$ cat src/rtl/forward_hazard_ctrl_pkg.sv
// Shared pipeline definitions for the forwarding / load-use hazard controller.
package forward_hazard_ctrl_pkg;

  // fwd_sel value meaning "take the operand from the register file"
  localparam int FWD_RF = 0;

  // Decode-hold controller state
  typedef enum logic {
    RUN   = 1'b0,
    STALL = 1'b1
  } ctrl_state_t;

endpackage

$ cat src/rtl/forward_hazard_ctrl_fwd_match.sv
// One source operand compared against the producer history.
// Returns the forwarding source (youngest match) and whether that producer is
// a load whose data is not yet available.
module fwd_match
  import forward_hazard_ctrl_pkg::*;
#(
  parameter int AW       = 4,
  parameter int DEPTH    = 2,
  parameter int LOAD_LAT = 1,
  parameter int ZERO_REG = 0,
  parameter int SW       = 2
) (
  input  logic [AW-1:0]       src,
  input  logic                used,
  input  logic [DEPTH-1:0]    hist_valid,
  input  logic [DEPTH*AW-1:0] hist_dst,
  input  logic [DEPTH-1:0]    hist_load,
  output logic [SW-1:0]       sel,
  output logic                hazard
);

  logic zero_src;

  assign zero_src = (ZERO_REG != 0) && (src == '0);

  // Walk oldest to youngest so the youngest match overwrites older ones.
  always_comb begin
    sel    = SW'(FWD_RF);
    hazard = 1'b0;
    for (int j = DEPTH - 1; j >= 0; j--) begin
      if (used && !zero_src && hist_valid[j] && (hist_dst[j*AW +: AW] == src)) begin
        if (hist_load[j] && ((j + 1) <= LOAD_LAT)) begin
          sel    = SW'(FWD_RF);
          hazard = 1'b1;
        end else begin
          sel    = SW'(j + 1);
          hazard = 1'b0;
        end
      end
    end
  end

endmodule

$ cat src/rtl/forward_hazard_ctrl.sv
// Forwarding select and load-use stall generation for the decode stage.
// History entry j (0-based) holds the producer j+1 stages older than decode.
module forward_hazard_ctrl
  import forward_hazard_ctrl_pkg::*;
#(
  parameter int AW       = 4,
  parameter int NSRC     = 2,
  parameter int DEPTH    = 2,
  parameter int LOAD_LAT = 1,
  parameter int ZERO_REG = 0,
  localparam int SW      = $clog2(DEPTH + 1)
) (
  input  logic               clk,
  input  logic               rst,
  input  logic               issue_valid,
  input  logic [NSRC*AW-1:0] src_addr,
  input  logic [NSRC-1:0]    src_used,
  input  logic [AW-1:0]      dst_addr,
  input  logic               reg_write,
  input  logic               mem_to_reg,
  input  logic               flush,
  output logic [NSRC*SW-1:0] fwd_sel,
  output logic               stall,
  output logic [15:0]        stall_cycles
);

  localparam int CW = $clog2(LOAD_LAT + 2);

  logic [DEPTH-1:0]    hist_valid;
  logic [DEPTH*AW-1:0] hist_dst;
  logic [DEPTH-1:0]    hist_load;
  logic [NSRC-1:0]     op_hazard;
  logic                ins_valid;
  logic                stall_cap;

  ctrl_state_t         state_q, state_d;
  logic [CW-1:0]       consec_q, consec_d;

  genvar g;
  generate
    for (g = 0; g < NSRC; g++) begin : g_op
      fwd_match #(
        .AW       (AW),
        .DEPTH    (DEPTH),
        .LOAD_LAT (LOAD_LAT),
        .ZERO_REG (ZERO_REG),
        .SW       (SW)
      ) u_match (
        .src        (src_addr[g*AW +: AW]),
        .used       (src_used[g]),
        .hist_valid (hist_valid),
        .hist_dst   (hist_dst),
        .hist_load  (hist_load),
        .sel        (fwd_sel[g*SW +: SW]),
        .hazard     (op_hazard[g])
      );
    end
  endgenerate

  // A stalled or flushed instruction leaves a bubble behind it.
  assign ins_valid = issue_valid & reg_write & ~stall & ~flush;

  // Never hold decode longer than a load needs to become forwardable.
  assign stall_cap = (state_q == STALL) && (consec_q >= CW'(LOAD_LAT));
  assign stall     = issue_valid & ~flush & (|op_hazard) & ~stall_cap;

  // Producer history: shifts every cycle, youngest enters at entry 0.
  always_ff @(posedge clk or posedge rst) begin
    if (rst) begin
      hist_valid <= '0;
      hist_dst   <= '0;
      hist_load  <= '0;
    end else begin
      hist_valid <= {hist_valid[DEPTH-2:0], ins_valid};
      hist_dst   <= {hist_dst[(DEPTH-1)*AW-1:0], dst_addr};
      hist_load  <= {hist_load[DEPTH-2:0], mem_to_reg};
    end
  end

  // Controller state and consecutive-stall counter registers.
  always_ff @(posedge clk or posedge rst) begin
    if (rst) begin
      state_q  <= RUN;
      consec_q <= '0;
    end else begin
      state_q  <= state_d;
      consec_q <= consec_d;
    end
  end

  // RUN/STALL next state; counter tracks how long the current stall has run.
  always_comb begin
    state_d  = state_q;
    consec_d = consec_q;
    case (state_q)
      RUN: begin
        if (stall) begin
          state_d  = STALL;
          consec_d = CW'(1);
        end else begin
          consec_d = '0;
        end
      end
      STALL: begin
        if (stall) begin
          if (consec_q < CW'(LOAD_LAT)) consec_d = consec_q + CW'(1);
        end else begin
          state_d  = RUN;
          consec_d = '0;
        end
      end
      default: begin
        state_d  = RUN;
        consec_d = '0;
      end
    endcase
  end

  // Saturating count of stalled cycles.
  always_ff @(posedge clk or posedge rst) begin
    if (rst)                                  stall_cycles <= '0;
    else if (stall && stall_cycles != 16'hFFFF) stall_cycles <= stall_cycles + 16'd1;
  end

endmodule

$ cat config.mk
export PLATFORM = sky130hd
export DESIGN_NAME = forward_hazard_ctrl
export DESIGN_NICKNAME = d
export VERILOG_FILES = /design/src/rtl/forward_hazard_ctrl_pkg.sv /design/src/rtl/forward_hazard_ctrl_fwd_match.sv /design/src/rtl/forward_hazard_ctrl.sv
export SDC_FILE = /design/constraint.sdc
export NUM_CORES = 1
export LEC_CHECK = 0
export CAP_MARGIN = 10
export CORE_ASPECT_RATIO = 1.4
export CORE_UTILIZATION = 49
export CTS_BUF_LIST = sky130_fd_sc_hd__clkbuf_4 sky130_fd_sc_hd__clkbuf_8
export DETAILED_ROUTE_END_ITERATION = 10
export PLACE_DENSITY = 0.88
export SKIP_CTS_REPAIR_TIMING = 1
export SLEW_MARGIN = 20
export SYNTH_ARGS = -nofsm -noshare
export SYNTH_HDL_FRONTEND = slang
export SYNTH_HIERARCHICAL = 1
export SYNTH_SLANG_ARGS = --single-unit
$ cat constraint.sdc
create_clock -name clk -period 2.3 [get_ports clk]
set_clock_uncertainty 0.05 [all_clocks]
set_input_delay 0.23 -clock clk [delete_from_list [all_inputs] [get_ports clk]]
set_output_delay 0.23 -clock clk [all_outputs]
set_load 0.02 [all_outputs]
==> run summary <==
TritonCTS clock tree: yes
Initial antenna violation count: 0
Die height: 66.04 um
Ant. Diodes: 0
Clock Latency Late Sink: 0.33 ns
Fill count: 187
Fin crit period: 2.241 ns
Fmax: 446.2 MHz
Avg Vias per Cell: 5.404
IO Port Bufs: 40
Starting density of the core: 53.20%
Die area: 0.003153 mm2
Hold Vio Cnt, Final: 0
Slew margin rel.: 63.50%
Root Buffer: clkbuf_4
Max FO, Critical Path: 6
Initial DRT Pass Iterations: 4
Gr usage total: 23.87%
Crit path DAT: 2.46 ns
Outcome: finished clean
End of the worst register-to-register path: stall_cycles[6]
Pre-CTS WS: -0.3250 ns
Most Frequent Cell on Critical Path: xor2_1
Routed len/inst: 16.34 um
Maximum root-to-sink buffer count: 2
Critical path startpoint category: flop
H-tree levels: 2
Leak: 0.9602 nW
Core box area: 0.002698 mm2
Worst slew pin tran: 0.5433 ns
Ports: 41
CP Class: reg2reg
Num CTS Buffers: 5
Slew Viols, Final: 0
RePlAce Congestion: 0.8474
Worst min path class: in2async
Count of final setup violators: 0
Worst EP required: 2.51 ns
Crit path largest cell delay: 0.42 ns
Top delay family on crit path: simple AND/OR/NAND/NOR gates
YS warnings: 6
Max Cap Viol: 0
RR Startpoint: hist_dst[0]
Final antenna-violating net count: 0
DIE WIDTH: 47.74 um
Clk sinks: 30
PnR worst setup slack: 0.05865 ns
Row count: 22
Crit. End Element: flop
Syn_area_per_cell: 11.67 um2
Drt drc: 0
Clock Pin Slew Worst Setup and Hold Paths: 0.09 ns
Pwr per Cell Area: 465.6 mW/mm2
Reg2reg setup slack: 0.06 ns
Post-Syn Instances: 123
Final net count: 203
First-pass GRT wire length: 5126 um
Final HPWL DP: 2580 um
WP buf/inv: 1
Vias in the first global route: 1,223
Net Count, Synth: 145
Crit-path cells: xor2_1 > nor4_2 > and2_1 > o221ai_4 > buf_12 > or3_4 > nor2_4 > xor2_1
Total number of vias: 1,178
Global route total overflow: 0
Pin count of the biggest net entering global routing: 31
Peak VDD IR: 0.4357 mV
1st-iter DRT viols: 25
Cells on worst reg2reg path: 8
Final wirelength: 3562 um
Worst path slowest cell: dfrtp_1
Mapped cell area: 0.001435 mm2
Core Util, Final: 77.83%
Unrepaired setup endpoints after global routing: yes
Synth-to-layout area growth: 46.29%
Share of cells above drive strength 1: 19.23%
WHS: 0.2079 ns
Period utilization: 97.45%
Total power: 977.4 uW
==> sequential cells by signal, summed over array words and instances (netlist names) <==
name and count:
consec_q 2, state_q 1, stall_cycles 16, hist_dst 8, hist_load 1, hist_valid 2
==> layout make-up <==
type / count / area (um2) / share of cell area [%]
clock inverter: 2 / 12.51 / 0.5959
clock buffer: 6 / 51.30 / 2.443
sequential: 30 / 750.7 / 35.76
tap: 36 / 45.04 / 2.145
inverter: 5 / 18.77 / 0.8939
timing repair buffer: 51 / 500.5 / 23.84
multi-input combinational: 88 / 720.7 / 34.33
==> report_power, final <==
group          switching, mW  internal [mW]  total [mW]
clock                  0.184          0.147       0.330
combinational         0.0416         0.0569      0.0985
sequential            0.0109          0.538       0.549
total                  0.236          0.741       0.977
==> cell usage in the layout, fill, tap and decap left out, drive strengths merged <==
cell,instances
clkinv,1
nor2,7
clkbuf,7
nand4,7
mux2,1
dfrtp,30
inv,5
nor3,4
clkdlybuf4s50,35
clkinvlp,1
nand4b,1
o221ai,1
and3,2
and2b,2
ha,2
dlymetal6s2s,4
a21oi,1
xnor2,21
nand2,8
nand3,10
nor2b,1
or3,2
nor4,5
buf,11
nand3b,1
and2,2
xor2,10
==> how the worst max path moves through the flow <==
| stage | from | end | slack, ns | cells after the start |
|---|---|---|---|---|
| 6_report | hist_dst[0] | stall_cycles[6] | 0.06 | 8 |
| 5_1_grt | hist_dst[1] | stall_cycles[8] | -0.05 | 9 |
| 4_1_cts | hist_dst[0] | stall | -0.38 | 6 |
| 3_5_place_dp | src_addr[5] | stall_cycles[11] | -0.33 | 10 |
| 3_3_place_gp | src_addr[5] | stall | -0.26 | 8 |
| 2_1_floorplan | hist_dst[0] | stall_cycles[8] | 0.26 | 7 |
==> layer usage <==
layer | up-vias | global-route usage [%] | wire length [um]
met5 | - | 0 | 0
met4 | 0 | 11.46 | 97
met3 | 12 | 7.650 | 186
met2 | 50 | 43.24 | 1949
met1 | 574 | 22.26 | 1330
li1 | 542 | - | -
==> worst register-to-register path, delay by kind of cell (launching register included) <==
| kind | cells | cell delay [ns] |
|---|---|---|
| AND/OR/NAND/NOR | 4 | 1.07 |
| buffers and inverters | 1 | 0.17 |
| XOR/XNOR | 2 | 0.32 |
| flip-flops | 1 | 0.42 |
| AO/OA/AOI/OAI | 1 | 0.14 |
==> stage by stage <==
stage,TNS (ns),std cells,instance area (um2)
6_report,0,218,2100
5_1_grt,-0.1223,218,2100
4_1_cts,-0.8530,216,2024
3_5_place_dp,-3.416,208,1961
3_3_place_gp,-2.060,208,1961
2_1_floorplan,0,123,1435
Power figures use the tool's default switching activity.
